--- src/rtl/odd_even_scheduler.sv ---
// Round-robin burst scheduler for a shared step-by-2 parity counter (channel 0 even, channel 1 odd).
// Define ODD_EVEN_RESUME_EN to let each channel continue its sequence across grants.
module odd_even_scheduler #(
  parameter int WIDTH = 4,
  parameter int BURST = 4
) (
  input  logic             clk,
  input  logic             rst,
  input  logic [1:0]       req,
  output logic [1:0]       gnt,
  output logic             mode,
  output logic [WIDTH-1:0] cnt,
  output logic             cnt_valid,
  output logic             done
);

  typedef enum logic {IDLE, RUN} state_t;

  localparam int               BW        = (BURST > 1) ? $clog2(BURST) : 1;
  localparam logic [BW-1:0]    BEAT_LAST = BW'(BURST - 1);
  localparam logic [WIDTH-1:0] STEP      = WIDTH'(2);

  state_t           state, state_nx;
  logic [1:0]       gnt_nx;
  logic             mode_nx;
  logic [WIDTH-1:0] cnt_nx;
  logic             cnt_valid_nx;
  logic             done_nx;
  logic [BW-1:0]    beat, beat_nx;
  logic             last, last_nx;
  logic             pick;
  logic             consume;
  logic             end_burst;
  logic [WIDTH-1:0] cnt_plus2;
  logic [WIDTH-1:0] start_val;

`ifdef ODD_EVEN_RESUME_EN
  logic [WIDTH-1:0] resume_even, resume_even_nx;
  logic [WIDTH-1:0] resume_odd, resume_odd_nx;
  logic [WIDTH-1:0] save_val;
`endif

  // NOTE: every signal written here gets a default first, so no path can infer a latch.
  always_comb begin
    state_nx     = state;
    gnt_nx       = gnt;
    mode_nx      = mode;
    cnt_nx       = cnt;
    cnt_valid_nx = cnt_valid;
    done_nx      = 1'b0;
    beat_nx      = beat;
    last_nx      = last;
    end_burst    = 1'b0;
    consume      = cnt_valid & req[mode];
    cnt_plus2    = cnt + STEP;
    // Both requesting: the channel not served last wins.
    pick         = (req == 2'b11) ? ~last : req[1];
`ifdef ODD_EVEN_RESUME_EN
    start_val      = pick ? resume_odd : resume_even;
    resume_even_nx = resume_even;
    resume_odd_nx  = resume_odd;
    save_val       = consume ? cnt_plus2 : cnt;
`else
    start_val    = {{(WIDTH-1){1'b0}}, pick};
`endif

    case (state)
      IDLE: begin
        if (req != 2'b00) begin
          gnt_nx       = pick ? 2'b10 : 2'b01;
          mode_nx      = pick;
          cnt_nx       = start_val;
          beat_nx      = '0;
          cnt_valid_nx = 1'b1;
          last_nx      = pick;
          state_nx     = RUN;
        end
      end
      RUN: begin
        if (consume && beat != BEAT_LAST) begin
          cnt_nx  = cnt_plus2;
          beat_nx = beat + BW'(1);
        end else begin
          end_burst = 1'b1;
        end
      end
      default: state_nx = IDLE;
    endcase

    // mode and cnt hold through the done cycle.
    if (end_burst) begin
      state_nx     = IDLE;
      gnt_nx       = 2'b00;
      cnt_valid_nx = 1'b0;
      done_nx      = 1'b1;
`ifdef ODD_EVEN_RESUME_EN
      if (mode) resume_odd_nx = save_val;
      else      resume_even_nx = save_val;
`endif
    end
  end

  // NOTE: state registers take non-blocking assignments only; the async reset clears every one of them.
  always_ff @(posedge clk or posedge rst) begin
    if (rst) begin
      state       <= IDLE;
      gnt         <= 2'b00;
      mode        <= 1'b0;
      cnt         <= '0;
      cnt_valid   <= 1'b0;
      done        <= 1'b0;
      beat        <= '0;
      last        <= 1'b1;
`ifdef ODD_EVEN_RESUME_EN
      resume_even <= '0;
      resume_odd  <= WIDTH'(1);
`endif
    end else begin
      state       <= state_nx;
      gnt         <= gnt_nx;
      mode        <= mode_nx;
      cnt         <= cnt_nx;
      cnt_valid   <= cnt_valid_nx;
      done        <= done_nx;
      beat        <= beat_nx;
      last        <= last_nx;
`ifdef ODD_EVEN_RESUME_EN
      resume_even <= resume_even_nx;
      resume_odd  <= resume_odd_nx;
`endif
    end
  end

endmodule

--- config.mk ---
export PLATFORM = sky130hd
export DESIGN_NAME = odd_even_scheduler
export DESIGN_NICKNAME = d
export VERILOG_FILES = /design/src/rtl/odd_even_scheduler.sv
export SDC_FILE = /design/constraint.sdc
export NUM_CORES = 1
export LEC_CHECK = 0
export ABC_AREA = 1
export ABC_CLOCK_PERIOD_IN_PS = 1700
export BUFFER_PORTS_ARGS = -buffer_cell sky130_fd_sc_hd__buf_2
export CAP_MARGIN = 20
export CORE_MARGIN = 3
export CORE_UTILIZATION = 49
export CTS_CLUSTER_SIZE = 20
export DETAILED_ROUTE_END_ITERATION = 12
export PLACE_DENSITY = 0.72
export SYNTH_ARGS = -nofsm -noshare
export SYNTH_HDL_FRONTEND = slang
export SYNTH_SLANG_ARGS = --single-unit
--- constraint.sdc ---
create_clock -name clk -period 1.7 [get_ports clk]
set_input_delay 0 -clock clk [delete_from_list [all_inputs] [get_ports clk]]
set_output_delay 0 -clock clk [all_outputs]
set_load 0.005 [all_outputs]
; ---- Yosys cells after proc, flatten, opt, wreduce, memory -nomap -nowiden
; Cells that the tools add are included.
[op_classes]
add_sub_neg = 2
n_lt_le_gt_ge = 1
eq_ne = 5
muxes = 22
bitwise_logic = 3
reduce_logical = 6
[ops]
columns = operator, count
row1 = 1-bit 2-to-1 mux, 12
row2 = 2-bit 2-to-1 mux, 6
row3 = 4-bit 2-to-1 mux, 2
row4 = 4-bit case mux with 2 select lines, 1
row5 = 2-bit AND reduction, 3
row6 = "4-bit by 2-bit adder with 4-bit output, second input constant", 1
row7 = "2-bit by 1-bit != test with 1-bit output, second input constant", 2
row8 = "2-bit != test, second input constant", 2
row9 = 2-bit case mux with 2 select lines, 1
row10 = 2-bit nonzero test, 2
row11 = "2-bit by 1-bit adder with 2-bit output, second input constant", 1
row12 = "2-bit == test, second input constant", 1
row13 = "1-bit by 2-bit less-than comparator with 1-bit output, second input constant", 1
row14 = 1-bit NOT, 2
row15 = 1-bit AND, 1
row16 = 1-bit logical AND, 1
[totals]
regBits = 13
input_bits = 4
out_inout_bits = 9
wordCells = 47

; ---- Depth between registers and ports, before layout
; Gate-level depths: netlist (run 1).
[logic_depth]
ltp_word = 8
depth_mapped = 8
depth_no_buf = 8

; ---- Worst setup path before layout (run 1)
; No wires, ideal clock.
[synth_timing]
kind = flip-flop to flip-flop
startpoint = register beat[0]
endpoint = register cnt[1]
setup_time_ps = 117
arrival_time_ps = 1082
path_slack_ps = 500
stages_incl_launch_ff = 8
path_cell_list = dfrtp_1 > ha_1 > inv_1 > nand2_1 > nor2_8 > nand3_2 > nand3_1 > nand2_1
[synth_via]
elab_chain_cells = 4
[synth_rtl]
columns = element, line_no
row1 = "start, declared", 29  ; logic [BW-1:0] beat, beat_nx;
row2 = "start signal, assigned", 125  ; beat <= beat_nx;
row3 = 2-bit != test, 80  ; if (consume && beat != BEAT_LAST) begin
row4 = 1-bit logical AND, 80
row5 = 2-bit by 1-bit != test with 1-bit output (no source line), --
row6 = 2-bit AND reduction (no source line), --
row7 = "end signal, assigned", 122  ; cnt <= cnt_nx;
row8 = "end, declared", 12  ; output logic [WIDTH-1:0] cnt,
; Every way passes these cells.
; A chain may end at the register's enable or synchronous reset.

; ---- Worst setup path after layout (run 1)
[layout_timing]
startpoint = register beat[0]
endpoint = register beat[0]
[layout_via]
elab_chain_cells = 4
[layout_rtl]
columns = element
row1 = branches (longest 4 deep; another with 2-bit by 1-bit adder with 2-bit output)
; Parallel ways; which one is timed is not known. The select of a mux whose other input is x is not followed.

==> results.tsv, run 1 <==
stage	metric	value	unit
sta	setup TNS	0	ps
global_routing	M1 GR Usage	16.80	%
global_routing	largest net degree at the start of global routing	14	
worst_setup_path	Crit Path Category	flop to flop	
pwr	Clock Power Share	14.7	%
pwr	combinational share of power	41.8	%
yosys	post-synthesis cell area	640.6	um2
cells_and_area	number of fillers in the final layout	100	
worst_setup_path	worst-path cell chain	ha_1 -> inv_1 -> nand2_1 -> nor2_8 -> nand3_2 -> nand3_1 -> nand2_1	
yosys	post-synthesis compound-gate area fraction	2.930	%
global_routing	gr ovfl total	0	
sta	worst slew pin tran	487.3	ps
clocking	CTS tree	built	
placed_design	IO buf count	12	
floorplanning	Die ar.	1777	um2
worst_setup_path	WP buf/inv	1	
floorplanning	die span in x	42.16	um
global_routing	grt met3 use	5.150	%
pwr	sequential share of power	43.5	%
hold_path	hold path depth	3	
yosys	combinational family with the most area after synthesis	simple AND/OR/NAND/NOR gates	
sta	max_slew headroom	67.48	%
cells_and_area	diode count	0	
sta	final worst slack	394.6	ps
clocking	Clock Latency Late Sink	280	ps
cells_and_area	share of cells above drive strength 1	30.95	%
global_routing	met2 usage	20.06	%
route	Routed WL	1111	um
global_routing	grt peak-use layer	met2	
worst_setup_path	CP top delay family	simple AND/OR/NAND/NOR gates	
floorplanning	Core Region	1171	um2
job	max-cap violations	0	
yosys	Synth top area share	46.88	%
yosys	Post-Synth XOR/XNOR Area	1.367	%
cells_and_area	area of the multi-input gates	261.5	um2
clocking	Clock Pin Slew Worst Setup and Hold Paths	70	ps
worst_setup_path	Slowest-stage cell, CP	dfrtp_1	
pwr	Leak	0.4354	nW
yosys	async set-reset flop share out of synthesis	100.0	%
yosys	Syn Inst Count	69	
route	DR iter-0 viols	9	
clocking	CTS Root Cell	clkbuf_4	
worst_setup_path	stages on the worst setup path	7	
pwr	Sw Ratio	40.56	%
worst_setup_path	CP Launch Type	flop	
clocking	CTS resizes	0	
worst_setup_path	CP Data Required Time	1870	ps
hold_path	Hold WC Path Type	primary input to flop	
yosys	Post-Synth Simple-Gate Area	32.62	%
route	DRT antenna net count	0	
pwr	Peak VDD IR	0.8173	mV
yosys	Syn. warnings	0	
yosys	#FFs+latches synth	13	
placed_design	Place WS	400.3	ps
sta	Setup-failing EPs final	0	
route	vias per inst	5.051	
worst_setup_path	Reg2Reg Depth	7	
placed_design	Final HPWL DP	790.3	um
worst_setup_path	CP Capture Type	flop	
worst_setup_path	Crit path largest cell delay	400	ps
clocking	htree depth	1	
floorplanning	starting density of the core	54.70	%
sta	final worst-path cycle share	76.79	%
route	via count	495	
placed_design	GP Congestion	0.8058	
global_routing	GRT Total Usage	14.06	%
yosys	post-synthesis sequential area ratio	50.98	%
global_routing	number of global-route vias before repair	438	
yosys	number of synthesized flops with an enable pin	0	
route	post-DR wirelength/cell	11.34	um
sta	Max Clk Rate	766.0	MHz
yosys	most area-hungry cell type in the Yosys netlist	dfrtp_1	
pwr	internal power	767.3	uW
yosys	Post-synth top cells	nand2_1 (23), dfrtp_1 (12), inv_1 (7)	
yosys	Synth Net Count	75	
sta	unrepaired setup endpoints after global routing	no	
route	first-pass detailed-route iteration total	4	
pwr	Pwr Density	1754	nW/um2
yosys	count leader, synth	nand2_1	
worst_setup_path	crit path max fanout	7	
sta	Min Hold Slack	54.19	ps
yosys	Area contributors post-synth	dfrtp_1 (47%), nand2_1 (13%), nand4_1 (4.9%), nand3_1 (4.7%), dfstp_2 (4.1%)	
pwr	P_sw	523.4	uW
cells_and_area	# nets final	91	
clocking	clk sinks	13	
cells_and_area	synth-to-layout area growth	14.84	%
global_routing	first-pass GRT wire length	1828	um
pwr	Tot Pwr	1.291	mW
yosys	ys flop type	dfrtp_1	
global_routing	initial antenna violation count	0	
sta	Worst Skew	0.7725	ps
yosys	Synth cell types	16	
clocking	total CTS buffers	3	
status	outcome	finished clean	
clocking	CTS max path bufs	2	
worst_setup_path	most used cell, CP	nand2_1	
yosys	multiplexer area fraction after synthesis	0	%
sta	minimum clock period	1305	ps
yosys	Adder-Cell Fraction of Synth Area	3.906	%
floorplanning	top-level I/O count	13	
cells_and_area	register area	326.6	um2
route	drc violations	0	
floorplanning	die height	42.16	um
floorplanning	Rows	12	
yosys	Syn Area/Cell	9.284	um2
sta	Final Hold Fails	0	
cells_and_area	Final Util	62.82	%
sta	final slew viol count	0	
worst_setup_path	worst path arrival time	1480	ps
[cell families after synthesis]
| kind of cell | after synthesis |
|---|---|
| adder cells (fa/ha/maj) | 2 |
| flip-flops | 13 |
| AO/OA/AOI/OAI | 1 |
| AND/OR/NAND/NOR | 41 |
| XOR/XNOR | 1 |
| buffers and inverters | 11 |
[layer usage]
layer | wire length [um] | vias up
li1 | - | 251
met1 | 508 | 228
met2 | 504 | 11
met3 | 53 | 5
met4 | 45 | 0
met5 | 0 | -
[power by group through the flow]
stage,combinational (mW),sequential [mW],clock (mW)
floorplan,0.437,0.539,0
global placement,0.531,0.561,0
detailed placement,0.545,0.567,0
CTS,0.550,0.561,0.195
global route,0.609,0.576,0.219
finish,0.540,0.561,0.190
[cell type report]
type	instances	share of cell area (%)
Timing Repair Buffer	13	9.524
Multi-Input combinational cell	45	35.54
Sequential cell	13	44.39
Tap cell	14	2.381
Clock buffer	4	3.571
Inverter	9	4.592
[registers in the layout, indices dropped and copies added (netlist names)]
| signal | flops |
|---|---|
| beat | 2 |
| last | 1 |
| done | 1 |
| state | 1 |
| gnt | 2 |
| mode | 1 |
| cnt_valid | 1 |
| cnt | 4 |
[what timing repair did]
action,4_1_cts,5_1_grt
setup buffers,0,0
hold buffers,1,0
hold endpoints to repair,12,0
[path summary, 6_finish.rpt]
path                          from       to  slack [ps]
max                        beat[0]  beat[0]         390
min                         req[1]     last          50
max reg2reg                beat[0]  beat[0]         390
min reg2reg                   last     last         470
max in group asynchronous      rst     last        1060
min in group asynchronous      rst     done         280
[worst reg2reg max path, stage by stage (launching register included)]
cell and delay (ps):
dfrtp_1 400, ha_1 200, inv_1 50, nand2_1 110
nor2_8 150, nand3_2 140, nand3_1 100, nand2_1 50
[cells in the final DEF, fill, tap and decap left out]
cell type / count
nand3_2: 1
dfrtp_1: 12
dfstp_2: 1
inv_2: 2
nor2_2: 2
clkbuf_1: 1
nand2_1: 23
buf_2: 12
nand3_1: 6
nor2_8: 1
inv_1: 7
nand2_2: 3
o21bai_4: 1
xor2_1: 1
ha_1: 2
nand4_1: 5
clkbuf_4: 3
dlygate4sd3_1: 1
[per-stage QoR]
stage	instances	instance area (um2)
global placement	93	699.4
finish	98	735.7
CTS	98	735.7
global route	98	735.7
floorplan	69	640.6
detailed placement	93	699.4
(Power assumes the default switching activity.)
==> run 2, diff against run 1 <==
--- a/config.mk
+++ b/config.mk
@@ -6,14 +6,14 @@
 export NUM_CORES = 1
 export LEC_CHECK = 0
 export ABC_AREA = 1
-export ABC_CLOCK_PERIOD_IN_PS = 1700
+export ABC_CLOCK_PERIOD_IN_PS = 1200
 export BUFFER_PORTS_ARGS = -buffer_cell sky130_fd_sc_hd__buf_2
 export CAP_MARGIN = 20
 export CORE_MARGIN = 3
-export CORE_UTILIZATION = 49
+export CORE_UTILIZATION = 46
 export CTS_CLUSTER_SIZE = 20
 export DETAILED_ROUTE_END_ITERATION = 12
-export PLACE_DENSITY = 0.72
+export PLACE_DENSITY = 0.71
 export SYNTH_ARGS = -nofsm -noshare
 export SYNTH_HDL_FRONTEND = slang
 export SYNTH_SLANG_ARGS = --single-unit
==> constraint.sdc (replaced) <==
create_clock -name clk -period 1.2 [get_ports clk]
set_input_delay 0 -clock clk [delete_from_list [all_inputs] [get_ports clk]]
set_output_delay 0 -clock clk [all_outputs]
set_load 0.005 [all_outputs]
==> results.tsv, run 2 (synthesis gave the netlist of run 1 again) <==
stage	metric	value	unit	change
status	outcome	finished clean		unchanged
cells_and_area	share of cells above drive strength 1	41.57	%	was 30.95%
sta	final worst-path cycle share	99.26	%	was 76.79%
clocking	CTS Root Cell	clkbuf_4		unchanged
cells_and_area	Final Util	67.19	%	was 62.82%
placed_design	Place WS	-98.74	ps	was 400.3 ps
clocking	Clock Latency Late Sink	260	ps	was 280 ps
cells_and_area	Top reg by flops	cnt		unchanged
sta	setup TNS	0	ps	unchanged
sta	final slew viol count	0		unchanged
clocking	htree depth	1		unchanged
route	DRT antenna net count	0		unchanged
sta	max_slew headroom	67.66	%	was 67.48%
pwr	Pwr Density	2552	nW/um2	was 1754 nW/um2
route	post-DR wirelength/cell	11.74	um	was 11.34 um
clocking	total CTS buffers	3		unchanged
cells_and_area	Largest regs	cnt (4), beat (2), gnt (2)		unchanged
cells_and_area	most frequent cells in the layout	nand2_1 (21), dfrtp_1 (12), buf_2 (12), inv_1 (6), nand4_1 (5)		was nand2_1 (23), dfrtp_1 (12), buf_2 (12), inv_1 (7), nand3_1 (6)
hold_path	hold path endpoint	last		unchanged
worst_setup_path	Crit path largest cell delay	400	ps	about the same
worst_setup_path	CP Capture Type	flop		unchanged
worst_setup_path	FF-to-FF setup slack	9	ps	was 390 ps
clocking	# Post-CTS Setup Buffers	0		unchanged
sta	final worst slack	8.903	ps	was 394.6 ps
sta	worst slew pin tran	484.5	ps	was 487.3 ps
hold_path	hold path depth	3		unchanged
global_routing	initial antenna violation count	0		unchanged
hold_path	min-delay src	req[1]		unchanged
route	via count	511		was 495
global_routing	gr ovfl total	0		unchanged
clocking	CTS tree	built		unchanged
route	Routed WL	1209	um	was 1111 um
placed_design	Final HPWL DP	908	um	was 790.3 um
floorplanning	die height	43.32	um	was 42.16 um
floorplanning	die span in x	43.32	um	was 42.16 um
cells_and_area	# nets final	96		was 91
route	first-pass detailed-route iteration total	4		unchanged
job	max-cap violations	0		unchanged
cells_and_area	number of fillers in the final layout	107		was 100
placed_design	IO buf count	12		unchanged
route	vias per inst	4.961		was 5.051
clocking	clk sinks	13		unchanged
worst_setup_path	worst path arrival time	1400	ps	was 1480 ps
worst_setup_path	Reg2Reg Depth	7		unchanged
cells_and_area	max reg flops	4		unchanged
floorplanning	top-level I/O count	13		unchanged
cells_and_area	synth-to-layout area growth	25.98	%	was 14.84%
global_routing	first-pass GRT wire length	2125	um	was 1828 um
sta	Setup-failing EPs final	0		unchanged
sta	Final Hold Fails	0		unchanged
route	drc violations	0		unchanged
worst_setup_path	CP Data Required Time	1400	ps	was 1870 ps
worst_setup_path	Crit Path Category	flop to flop		unchanged
floorplanning	starting density of the core	53.33	%	was 54.70%
sta	Worst Skew	1.311	ps	was 0.7725 ps
pwr	Leak	0.4614	nW	was 0.4354 nW
worst_setup_path	crit path max fanout	4		was 7
sta	unrepaired setup endpoints after global routing	yes		was no
placed_design	GP Congestion	0.7373		was 0.8058
floorplanning	Die ar.	1877	um2	was 1777 um2
floorplanning	Rows	12		unchanged
cells_and_area	diode count	0		unchanged
hold_path	Hold WC Path Type	primary input to flop		unchanged
sta	minimum clock period	1191	ps	was 1305 ps
floorplanning	Core Region	1201	um2	was 1171 um2
worst_setup_path	CP Launch Type	flop		unchanged
worst_setup_path	Slowest-stage cell, CP	dfrtp_1		unchanged
route	DR iter-0 viols	12		was 9
sta	Max Clk Rate	839.6	MHz	was 766.0 MHz
clocking	CTS max path bufs	2		unchanged
worst_setup_path	Reg-to-Reg End	cnt[2]		was beat[0]
worst_setup_path	reg2reg start	beat[1]		was beat[0]
sta	Min Hold Slack	62.45	ps	was 54.19 ps
global_routing	GRT Total Usage	15.10	%	was 14.06%
worst_setup_path	worst-path cell chain	ha_2 -> inv_2 -> nand2_4 -> nor2_8 -> buf_6 -> nand4_1 -> nand2_2		was ha_1 -> inv_1 -> nand2_1 -> nor2_8 -> nand3_2 -> nand3_1 -> nand2_1
cells_and_area	most common cell after layout, fill and taps aside	nand2_1		unchanged
clocking	Clock Pin Slew Worst Setup and Hold Paths	80	ps	was 70 ps
global_routing	largest net degree at the start of global routing	14		unchanged
pwr	Peak VDD IR	1.483	mV	was 0.8173 mV
global_routing	number of global-route vias before repair	482		was 438
[run 2: changes by cell type in the layout (fill, tap and decap cells not counted), sizes merged]
cell	before	now
buf	12	17
[run 2: worst max-delay path by stage]
stage                     startpoint  endpoint  cells past startpoint
final                        beat[1]    cnt[2]                      7
after floorplan              beat[0]    cnt[1]                      7
after global routing         beat[1]    cnt[2]                      7
after global placement       beat[0]   beat[0]                      7
after CTS                    beat[1]    cnt[2]                      7
after detailed placement     beat[1]    cnt[2]                      7
[run 2: report_power, final]
group	switching (mW)	total [mW]	leakage [nW]	internal, mW
Sequential	0.131	0.768	0.163	0.638
Clock	0.133	0.262	0.0150	0.128
Combinational	0.565	1.03	0.283	0.465
Total	0.829	2.06	0.461	1.23
[run 2: critical path: cells and delay by family (launching register included)]
kind          cells  cell delay, ps
fa+ha+maj         1             180
flops             1             400
simple gates      4             380
buf+inv           2             180
[run 2: stage by stage]
stage / std cells / area [um2] / power [mW]
finish: 103 / 807.0 / 2.060
floorplan: 69 / 640.6 / 1.382
global route: 103 / 807.0 / 2.242
global placement: 98 / 737.0 / 1.672
CTS: 103 / 802.0 / 2.076
detailed placement: 98 / 737.0 / 1.724
[run 2: timing repair]
item                                   4_1_cts  5_1_grt
endpoints found under the hold margin       12        0
gates resized for setup                      8        1
pin swaps                                    3        3
hold buffers                                 1        0
setup endpoints to repair                    6        9
[run 2: routing by layer]
metal / share of wire [%] / global-route usage (%) / up-vias
li1: - / - / 256
met1: 44 / 20.37 / 237
met2: 49 / 22.71 / 14
met3: 4.2 / 3.390 / 4
met4: 1.9 / 7.229 / 0
met5: 0 / 0 / -
[run 2: final cells by class]
class | instances | area [um2] | share of cell area, %
tap | 14 | 17.52 | 2.171
sequential | 13 | 326.6 | 40.47
timing repair buffer | 18 | 111.4 | 13.80
clock buffer | 4 | 26.28 | 3.256
inverter | 9 | 33.78 | 4.186
multi-input combinational | 45 | 291.5 | 36.12
==> run 3, diff against run 2 <==
--- a/config.mk
+++ b/config.mk
@@ -13,6 +13,7 @@
 export CORE_UTILIZATION = 46
 export CTS_CLUSTER_SIZE = 20
 export DETAILED_ROUTE_END_ITERATION = 12
+export MAX_ROUTING_LAYER = met4
 export PLACE_DENSITY = 0.71
 export SYNTH_ARGS = -nofsm -noshare
 export SYNTH_HDL_FRONTEND = slang
==> results.tsv, run 3 (synthesis gave the netlist of run 1 again) <==
stage	metric	value	unit	change
global_routing	first-pass GRT wire length	2125	um	unchanged
clocking	total CTS buffers	3		unchanged
sta	Final Hold Fails	0		unchanged
route	post-DR wirelength/cell	11.74	um	unchanged
placed_design	Final HPWL DP	908	um	unchanged
route	drc violations	0		unchanged
clocking	CTS max path bufs	2		unchanged
sta	Setup-failing EPs final	0		unchanged
cells_and_area	register area	326.6	um2	unchanged
worst_setup_path	CP Launch Type	flop		unchanged
hold_path	Hold WC Path Type	primary input to flop		unchanged
floorplanning	Core Region	1201	um2	unchanged
floorplanning	Rows	12		unchanged
sta	unrepaired setup endpoints after global routing	yes		unchanged
clocking	Clock Pin Slew Worst Setup and Hold Paths	80	ps	about the same
clocking	htree depth	1		unchanged
worst_setup_path	worst path arrival time	1400	ps	about the same
route	vias per inst	4.961		unchanged
cells_and_area	Non-Filler Instances	103		unchanged
sta	Worst Skew	1.312	ps	was 1.311 ps
sta	final slew viol count	0		unchanged
job	max-cap violations	0		unchanged
route	via count	511		unchanged
cells_and_area	max reg flops	4		unchanged
placed_design	placed insts	98		unchanged
worst_setup_path	CP Capture Type	flop		unchanged
global_routing	gr ovfl total	0		unchanged
floorplanning	starting density of the core	53.33	%	unchanged
route	Routed WL	1209	um	unchanged
cells_and_area	synth-to-layout area growth	25.98	%	unchanged
sta	worst slew pin tran	484.4	ps	was 484.5 ps
clocking	CTS tree	built		unchanged
sta	minimum clock period	1191	ps	about the same
route	DR iter-0 viols	12		unchanged
global_routing	initial antenna violation count	0		unchanged
floorplanning	die span in x	43.32	um	unchanged
cells_and_area	Final Instance Area	807.0	um2	unchanged
floorplanning	die height	43.32	um	unchanged
cells_and_area	area of the multi-input gates	291.5	um2	unchanged
placed_design	IO buf count	12		unchanged
floorplanning	top-level I/O count	13		unchanged
placed_design	GP Congestion	0.7464		was 0.7373
global_routing	number of global-route vias before repair	482		unchanged
placed_design	placed cell area	737.0	um2	unchanged
sta	setup TNS	0	ps	unchanged
worst_setup_path	Crit Path Category	flop to flop		unchanged
clocking	CTS Root Cell	clkbuf_4		unchanged
clocking	clk sinks	13		unchanged
sta	final worst-path cycle share	99.26	%	about the same
sta	Max Clk Rate	839.6	MHz	about the same
cells_and_area	number of fillers in the final layout	107		unchanged
sta	final worst slack	8.904	ps	was 8.903 ps
cells_and_area	most frequent cells in the layout	nand2_1 (21), dfrtp_1 (12), buf_2 (12), inv_1 (6), nand4_1 (5)		unchanged
sta	max_slew headroom	67.67	%	was 67.66%
cells_and_area	share of cells above drive strength 1	41.57	%	unchanged
status	outcome	finished clean		unchanged
worst_setup_path	CP Data Required Time	1400	ps	about the same
cells_and_area	Top reg by flops	cnt		unchanged
floorplanning	Die ar.	1877	um2	unchanged
cells_and_area	most common cell after layout, fill and taps aside	nand2_1		unchanged
route	first-pass detailed-route iteration total	4		unchanged
cells_and_area	Largest regs	cnt (4), beat (2), gnt (2)		unchanged
global_routing	GRT Total Usage	15.57	%	was 15.10%
route	DRT antenna net count	0		unchanged
cells_and_area	diode count	0		unchanged
worst_setup_path	crit path max fanout	4		unchanged
clocking	Clock Latency Late Sink	260	ps	about the same
pwr	Peak VDD IR	1.483	mV	unchanged
cells_and_area	# nets final	96		unchanged
placed_design	Place WS	-98.74	ps	unchanged
pwr	Leak	0.4614	nW	unchanged
global_routing	largest net degree at the start of global routing	14		unchanged
pwr	Pwr Density	2552	nW/um2	about the same
-- run 3: cell counts in the layout (fill, tap and decap cells not counted) --
No cell type changed its count.
-- run 3: critical path, cell delays in order, from the launching register on --
cell and delay, ps:
dfrtp_1 400, ha_2 180, inv_2 60, nand2_4 60, nor2_8 120, buf_6 120
nand4_1 110, nand2_2 90
-- run 3: layout make-up --
class | count | area share (%)
flip-flops and latches | 13 | 40.47
multi-input cells | 45 | 36.12
repair buffers | 18 | 13.80
inverters | 9 | 4.186
clock buffers | 4 | 3.256
well taps | 14 | 2.171
-- run 3: report_power, final --
part           internal (mW)  total (mW)  switching [mW]
combinational          0.465        1.03           0.565
sequential             0.638       0.768           0.131
clock                  0.128       0.262           0.133
total                   1.23        2.06           0.828
-- run 3: worst paths after layout --
kind	from	endpoint	slack (ps)	cells after the start
min in group asynchronous	rst	cnt_valid	300	3
worst max-delay path	beat[1]	cnt[2]	9	7
worst min register to register	last	last	470	2
worst max register to register	beat[1]	cnt[2]	9	7
max in group asynchronous	rst	last	550	3
worst min-delay path	req[1]	last	60	3
-- run 3: what timing repair did --
action | in CTS | in global routing
endpoints found under the hold margin | 12 | 0
resized for setup | 8 | 1
setup endpoints to repair | 6 | 9
buffers inserted | 0 | 0
pin swaps | 3 | 3
hold buffers | 1 | 0
-- run 3: per-stage QoR --
stage               power, mW  hold slack [ps]  utilization, %
CTS                     2.076            56.68           66.77
finish                  2.060            61.83           67.19
floorplan               1.382           -123.8               -
global route            2.242            75.10           67.19
global placement        1.672            33.92           61.35
detailed placement      1.724            42.69           61.35
-- run 3: routing by layer --
| layer | routed length [um] | track usage, % |
|---|---|---|
| met1 | 544 | 20.63 |
| met2 | 595 | 22.71 |
| met3 | 45 | 2.966 |
| met4 | 23 | 7.229 |
| met5 | 0 | - |
